<file path="config.mk">
export PLATFORM = sky130hd
export DESIGN_NAME = axis_packet_arbiter
export DESIGN_NICKNAME = d
export VERILOG_FILES = /design/src/rtl/axis_packet_arb_pkg.sv /design/src/rtl/rr_priority_select.sv /design/src/rtl/axis_packet_arbiter.sv
export SDC_FILE = /design/constraint.sdc
export NUM_CORES = 1
export LEC_CHECK = 0
export ABC_AREA = 1
export CAP_MARGIN = 0
export CORE_UTILIZATION = 34
export DETAILED_ROUTE_END_ITERATION = 7
export PLACE_DENSITY = 0.71
export REMOVE_ABC_BUFFERS = 1
export SYNTH_ARGS = -nofsm -noshare
export SYNTH_HDL_FRONTEND = slang
export SYNTH_SLANG_ARGS = --single-unit
</file>
<file path="constraint.sdc">
create_clock -name clk -period 1.1 [get_ports clk]
set_clock_uncertainty 0.1 [all_clocks]
set_input_delay 0.22 -clock clk [delete_from_list [all_inputs] [get_ports clk]]
set_output_delay 0.22 -clock clk [all_outputs]
set_load 0.1 [all_outputs]
</file>
<file path="src/rtl/axis_packet_arb_pkg.sv">
// Shared types and helpers for the packet-granular AXI-Stream arbiter.
package axis_packet_arb_pkg;

  // Arbiter FSM: IDLE picks a source, PASS forwards one whole packet.
  typedef enum logic {
    IDLE = 1'b0,
    PASS = 1'b1
  } state_t;

  // Width of a source index; never narrower than one bit.
  function automatic int id_width(input int n);
    return (n > 1) ? $clog2(n) : 1;
  endfunction

endpackage

</file>
<file path="src/rtl/rr_priority_select.sv">
// Round-robin priority picker: returns the first requesting index found
// scanning upward from rr_ptr and wrapping mod N. Purely combinational.
module rr_priority_select
  import axis_packet_arb_pkg::*;
#(
  parameter int N = 2,
  parameter int W = id_width(N)
) (
  input  logic [N-1:0] req,
  input  logic [W-1:0] rr_ptr,
  output logic [W-1:0] winner,
  output logic         any_req
);

  localparam int SW = W + 1;

  logic [SW-1:0] idx_sum;
  logic [W-1:0]  idx;

  // Scan offsets from far to near so the nearest requester is assigned last.
  // rr_ptr < N and offset < N, so a single subtraction implements the wrap.
  always_comb begin
    winner  = '0;
    any_req = 1'b0;
    idx_sum = '0;
    idx     = '0;
    for (int i = N - 1; i >= 0; i--) begin
      idx_sum = {1'b0, rr_ptr} + SW'(i);
      if (idx_sum >= SW'(N)) begin
        idx_sum = idx_sum - SW'(N);
      end
      idx = idx_sum[W-1:0];
      if (req[idx]) begin
        winner  = idx;
        any_req = 1'b1;
      end
    end
  end

endmodule

</file>
<file path="src/rtl/axis_packet_arbiter.sv">
// Packet-granular round-robin AXI-Stream arbiter with one registered output
// stage. A grant is held from the first beat until the tlast beat is taken,
// so packets never interleave. Optional macro AXIS_PACKET_ARB_ID_EN adds the
// registered output axis_o_id carrying the originating source index.
//
// Handshake: a beat moves on any edge where tvalid and tready are both high
// on that interface; tvalid never depends on tready, and a presented output
// beat is held stable until accepted.
module axis_packet_arbiter
  import axis_packet_arb_pkg::*;
#(
  parameter int NUM_INPUTS     = 2,
  parameter int AXIS_BYTES     = 1,
  parameter int AXIS_USER_BITS = 1
) (
  input  logic                                 clk,
  input  logic                                 aresetn,
  input  logic [NUM_INPUTS-1:0]                axis_i_tvalid,
  output logic [NUM_INPUTS-1:0]                axis_i_tready,
  input  logic [NUM_INPUTS*8*AXIS_BYTES-1:0]   axis_i_tdata,
  input  logic [NUM_INPUTS*AXIS_USER_BITS-1:0] axis_i_tuser,
  input  logic [NUM_INPUTS-1:0]                axis_i_tlast,
  output logic                                 axis_o_tvalid,
  input  logic                                 axis_o_tready,
  output logic [8*AXIS_BYTES-1:0]              axis_o_tdata,
  output logic [AXIS_USER_BITS-1:0]            axis_o_tuser,
  output logic                                 axis_o_tlast,
`ifdef AXIS_PACKET_ARB_ID_EN
  output logic [id_width(NUM_INPUTS)-1:0]      axis_o_id,
`endif
  output state_t                               fsm_state
);

  localparam int DW = 8 * AXIS_BYTES;
  localparam int UW = AXIS_USER_BITS;
  localparam int IW = id_width(NUM_INPUTS);

  state_t          state;
  state_t          state_next;
  logic [IW-1:0]   grant;
  logic [IW-1:0]   grant_next;
  logic [IW-1:0]   rr_ptr;
  logic [IW-1:0]   rr_ptr_next;
  logic [IW-1:0]   winner;
  logic            any_req;
  logic            out_space;
  logic            beat;
  logic [DW-1:0]   sel_data;
  logic [UW-1:0]   sel_user;
  logic            sel_last;

  assign fsm_state = state;
  assign out_space = !axis_o_tvalid || axis_o_tready;

  // Only the granted slice is ever looked at.
  assign sel_data = axis_i_tdata[grant*DW +: DW];
  assign sel_user = axis_i_tuser[grant*UW +: UW];
  assign sel_last = axis_i_tlast[grant];

  rr_priority_select #(
    .N (NUM_INPUTS),
    .W (IW)
  ) u_select (
    .req     (axis_i_tvalid),
    .rr_ptr  (rr_ptr),
    .winner  (winner),
    .any_req (any_req)
  );

  // Next-state, grant, round-robin pointer and input ready decode.
  always_comb begin
    state_next    = state;
    grant_next    = grant;
    rr_ptr_next   = rr_ptr;
    axis_i_tready = '0;
    beat          = 1'b0;
    unique case (state)
      IDLE: begin
        if (any_req) begin
          grant_next = winner;
          state_next = PASS;
        end
      end
      PASS: begin
        axis_i_tready[grant] = out_space;
        beat                 = axis_i_tvalid[grant] && out_space;
        if (beat && sel_last) begin
          rr_ptr_next = (grant == IW'(NUM_INPUTS - 1)) ? '0 : grant + 1'b1;
          state_next  = IDLE;
        end
      end
      default: state_next = IDLE;
    endcase
  end

  // FSM, grant and pointer registers; reset restarts arbitration at source 0.
  always_ff @(posedge clk or negedge aresetn) begin
    if (!aresetn) begin
      state  <= IDLE;
      grant  <= '0;
      rr_ptr <= '0;
    end else begin
      state  <= state_next;
      grant  <= grant_next;
      rr_ptr <= rr_ptr_next;
    end
  end

  // Output register: load on a granted beat, drain when downstream takes it.
  always_ff @(posedge clk or negedge aresetn) begin
    if (!aresetn) begin
      axis_o_tvalid <= 1'b0;
      axis_o_tdata  <= '0;
      axis_o_tuser  <= '0;
      axis_o_tlast  <= 1'b0;
    end else if (beat) begin
      axis_o_tvalid <= 1'b1;
      axis_o_tdata  <= sel_data;
      axis_o_tuser  <= sel_user;
      axis_o_tlast  <= sel_last;
    end else if (axis_o_tready) begin
      axis_o_tvalid <= 1'b0;
    end
  end

`ifdef AXIS_PACKET_ARB_ID_EN
  // Source index travels with the data it describes.
  always_ff @(posedge clk or negedge aresetn) begin
    if (!aresetn) begin
      axis_o_id <= '0;
    end else if (beat) begin
      axis_o_id <= grant;
    end
  end
`endif

endmodule

</file>
==> run_results.csv <==
group,metric,value,unit
outcome,status,"finished, violations left",
outcome,violations,"negative setup slack",
logic_synthesis,synth-seq-area-share,0.4844,
setup_path,cp_common_cell,"inv_2",
drt,drtIter0Drc,15,
clock_tree,h-tree-depth,1,
logic_synthesis,synth-warning-count,0,
global_routing,globalRouteOverflowTotal,0,
timing,final_hold_viol_count,0,
setup_path,cpPeakStageDelay,0.39,ns
floorplanning,die_w,48.12,um
finish,multi_input_area,370.4,um2
timing,drv_slew,0,
global_routing,grt_pass1_vias,778,
place,place_congestion,0.6781,
floorplanning,start_util,0.3649,
setup_path,worst_ep_required_time,0.78,ns
hold_path,hp-class,"input pin to async pin",
timing,setup-violations-final,27,
setup_path,cp_cell_sequence,"inv_2 -> a21oi_4 -> inv_2 -> nor2_4 -> buf_12",
run,max_cap_violations,0,
setup_path,r2r_start,"fsm_state$_DFF_PN0_",
setup_path,crit_path_start,"fsm_state$_DFF_PN0_",
clock_tree,cts_inserted_buffers,3,
finish,diodes,0,
global_routing,grt_max_degree,15,
clock_tree,cts_hold_buf,0,
clock_tree,cts.reportedPaths.clkPinSlew,0.08,ns
finish,drive_above_1_share,0.4071,
logic_synthesis,synth_cell_types,18,
global_routing,grt_pass1_wl,3.415,mm
finish,seqCellArea,351.6,um2
clock_tree,cts_max_path_buffers,2,
logic_synthesis,synth_seq_cells,14,
timing,max-slew-margin-rel,0.8368,
timing,setup_slack,-0.4373,ns
logic_synthesis,yosysTopAreaCellShare,0.4844,
setup_path,critical_path_peak_fanout,2,
timing,rsz0062_at_grt,"yes",
timing,fin_crit,1.537,ns
place,hpwl,1.319,mm
setup_path,cp-end-kind,"primary output",
drt,drc,0,
setup_path,reg2reg_slack,-0.28,ns
setup_path,worstPathArrival,1.22,ns
setup_path,critical_path_class,"flip-flop to primary output",
setup_path,rr_worst_depth,8,
logic_synthesis,syn_avg_cell_area,8.609,um2
drt,wl_per_cell,12.59,um
drt,viasPerCell,4.671,
logic_synthesis,synth_area_leaders,"dfrtp_1, nand2_1, o21ai_0",
finish,fin_util,0.7835,
timing,fmax,0.6505,GHz
drt,dr.pass1.iters,4,
place,port_buffers,38,
timing,post-route-period-util,1.398,
clock_tree,clock-root-buffer,"clkbuf_4",
global_routing,grtUsageTotal,0.2186,
floorplanning,rows,16,
global_routing,grt_antenna_before_repair,0,
finish,fin_cells,167,
clock_tree,clkSinkCount,14,
floorplanning,dieArea,0.002316,mm2
drt,finalWirelength,2.103,mm
setup_path,slowest_stage,"dfrtp_1",
setup_path,startpoint_type,"flip-flop",
clock_tree,worstSkewPairLatency,0.27,ns
setup_path,worst-path-buf-inv,3,
setup_path,cp_top_family,"flip-flops",
floorplanning,io_pins,39,
finish,fill_cells,115,
clock_tree,cts_tree,"yes",
finish,area_growth,114.7,%
setup_path,worstSetupPathDepth,5,
drt,num_vias,780,
floorplanning,die_height,48.12,um
logic_synthesis,synth_area,723.2,um2
logic_synthesis,yosys.area.top_type,"dfrtp_1",
logic_synthesis,netlist_instances,84,
floorplanning,core,0.001982,mm2
place,dp.cells,156,
finish,nets,167,
drt,ant_nets,0,
place,pre_cts_ws,-0.5187,ns
timing,worst_pin_slew,0.2423,ns
-- cell families (layout without fill, tap and decap cells) --
kind of cell / Yosys count / in the layout / share of synthesized area
AOI/OAI and AO/OA: 22 / 22 / 0.1972
buffers and inverters: 11 / 67 / 0.08131
DFF: 14 / 14 / 0.4844
and+or+nand+nor: 37 / 37 / 0.2370
-- registers in the layout (all words and copies together), names as in the netlist --
register       cells
axis_o_tdata       8
axis_o_tlast       1
axis_o_tuser       1
axis_o_tvalid      1
fsm_state          1
grant              1
rr_ptr             1
-- layout make-up --
cell class / instances / area share
Tap cell: 27 / 0.02176
Clock buffer: 3 / 0.01450
Inverter: 7 / 0.01853
Timing Repair Buffer: 57 / 0.4803
Multi-Input combinational cell: 59 / 0.2385
Sequential cell: 14 / 0.2264
-- cells in the mapped netlist, drive strengths merged --
master / count
nand3: 2
nor2: 2
inv: 7
or2: 9
nand2: 23
o211ai: 1
buf: 4
nand4: 1
o21ai: 19
dfrtp: 14
a21oi: 2
-- path summary, 6_finish.rpt --
kind                                                to
max                                   axis_i_tready[1]
min                                 rr_ptr$_DFFE_PN0P_
max reg2reg                axis_o_tdata[1]$_DFFE_PN0P_
min reg2reg                         rr_ptr$_DFFE_PN0P_
max in group asynchronous            grant$_DFFE_PN0P_
min in group clk             axis_o_tvalid$_DFFE_PN0P_
-- per-stage QoR --
stage	cell area, um2	TNS (ns)	hold WS [ns]
5_1_grt	1553	-7.049	0.1699
6_report	1553	-5.544	0.1444
2_1_floorplan	690.7	-16.45	-0.1756
3_5_place_dp	1340	-6.735	0.3922
4_1_cts	1562	-7.096	0.1511
3_3_place_gp	1340	-6.457	0.3670
-- per-layer routing --
layer  up-vias  part of all wire  global-route usage  routed length [um]
met1       358              0.42              0.2837                 881
met4         0             0.011             0.07222                  23
met5         -                 0                   0                   0
met3         6             0.039             0.03704                  81
met2        31              0.53              0.3703                1117
li1        385                 -                   -                   -
-- what timing repair did --
action,4_1_cts,5_1_grt
gates resized for setup,23,7
gates cloned,3,0
pin swaps,2,1
setup endpoints to repair,27,28
setup buffers,9,2
-- cell usage in the layout (no fill, tap or decap) --
master            n
buf_12           15
buf_6             3
or2_2             1
buf_16            3
inv_1             3
inv_4             1
dlygate4sd2_1     1
clkdlybuf4s50_1  23
nand2_1          17
o211ai_1          1
o21ai_2           5
nand2_2           4
nor2_4            2
or2_1             8
a21oi_4           1
nand2_4           1
dfrtp_1          13
nand4_1           1
a21oi_1           1
buf_4            12
clkbuf_4          3
dfrtp_2           1
nand3_1           1
inv_2             3
o21ai_0           9
nand2_8           1
o21ai_1           5
nand3_4           1
Power is not shown: default switching activity piles up to over one toggle a cycle in this logic, so the estimate is an artifact.
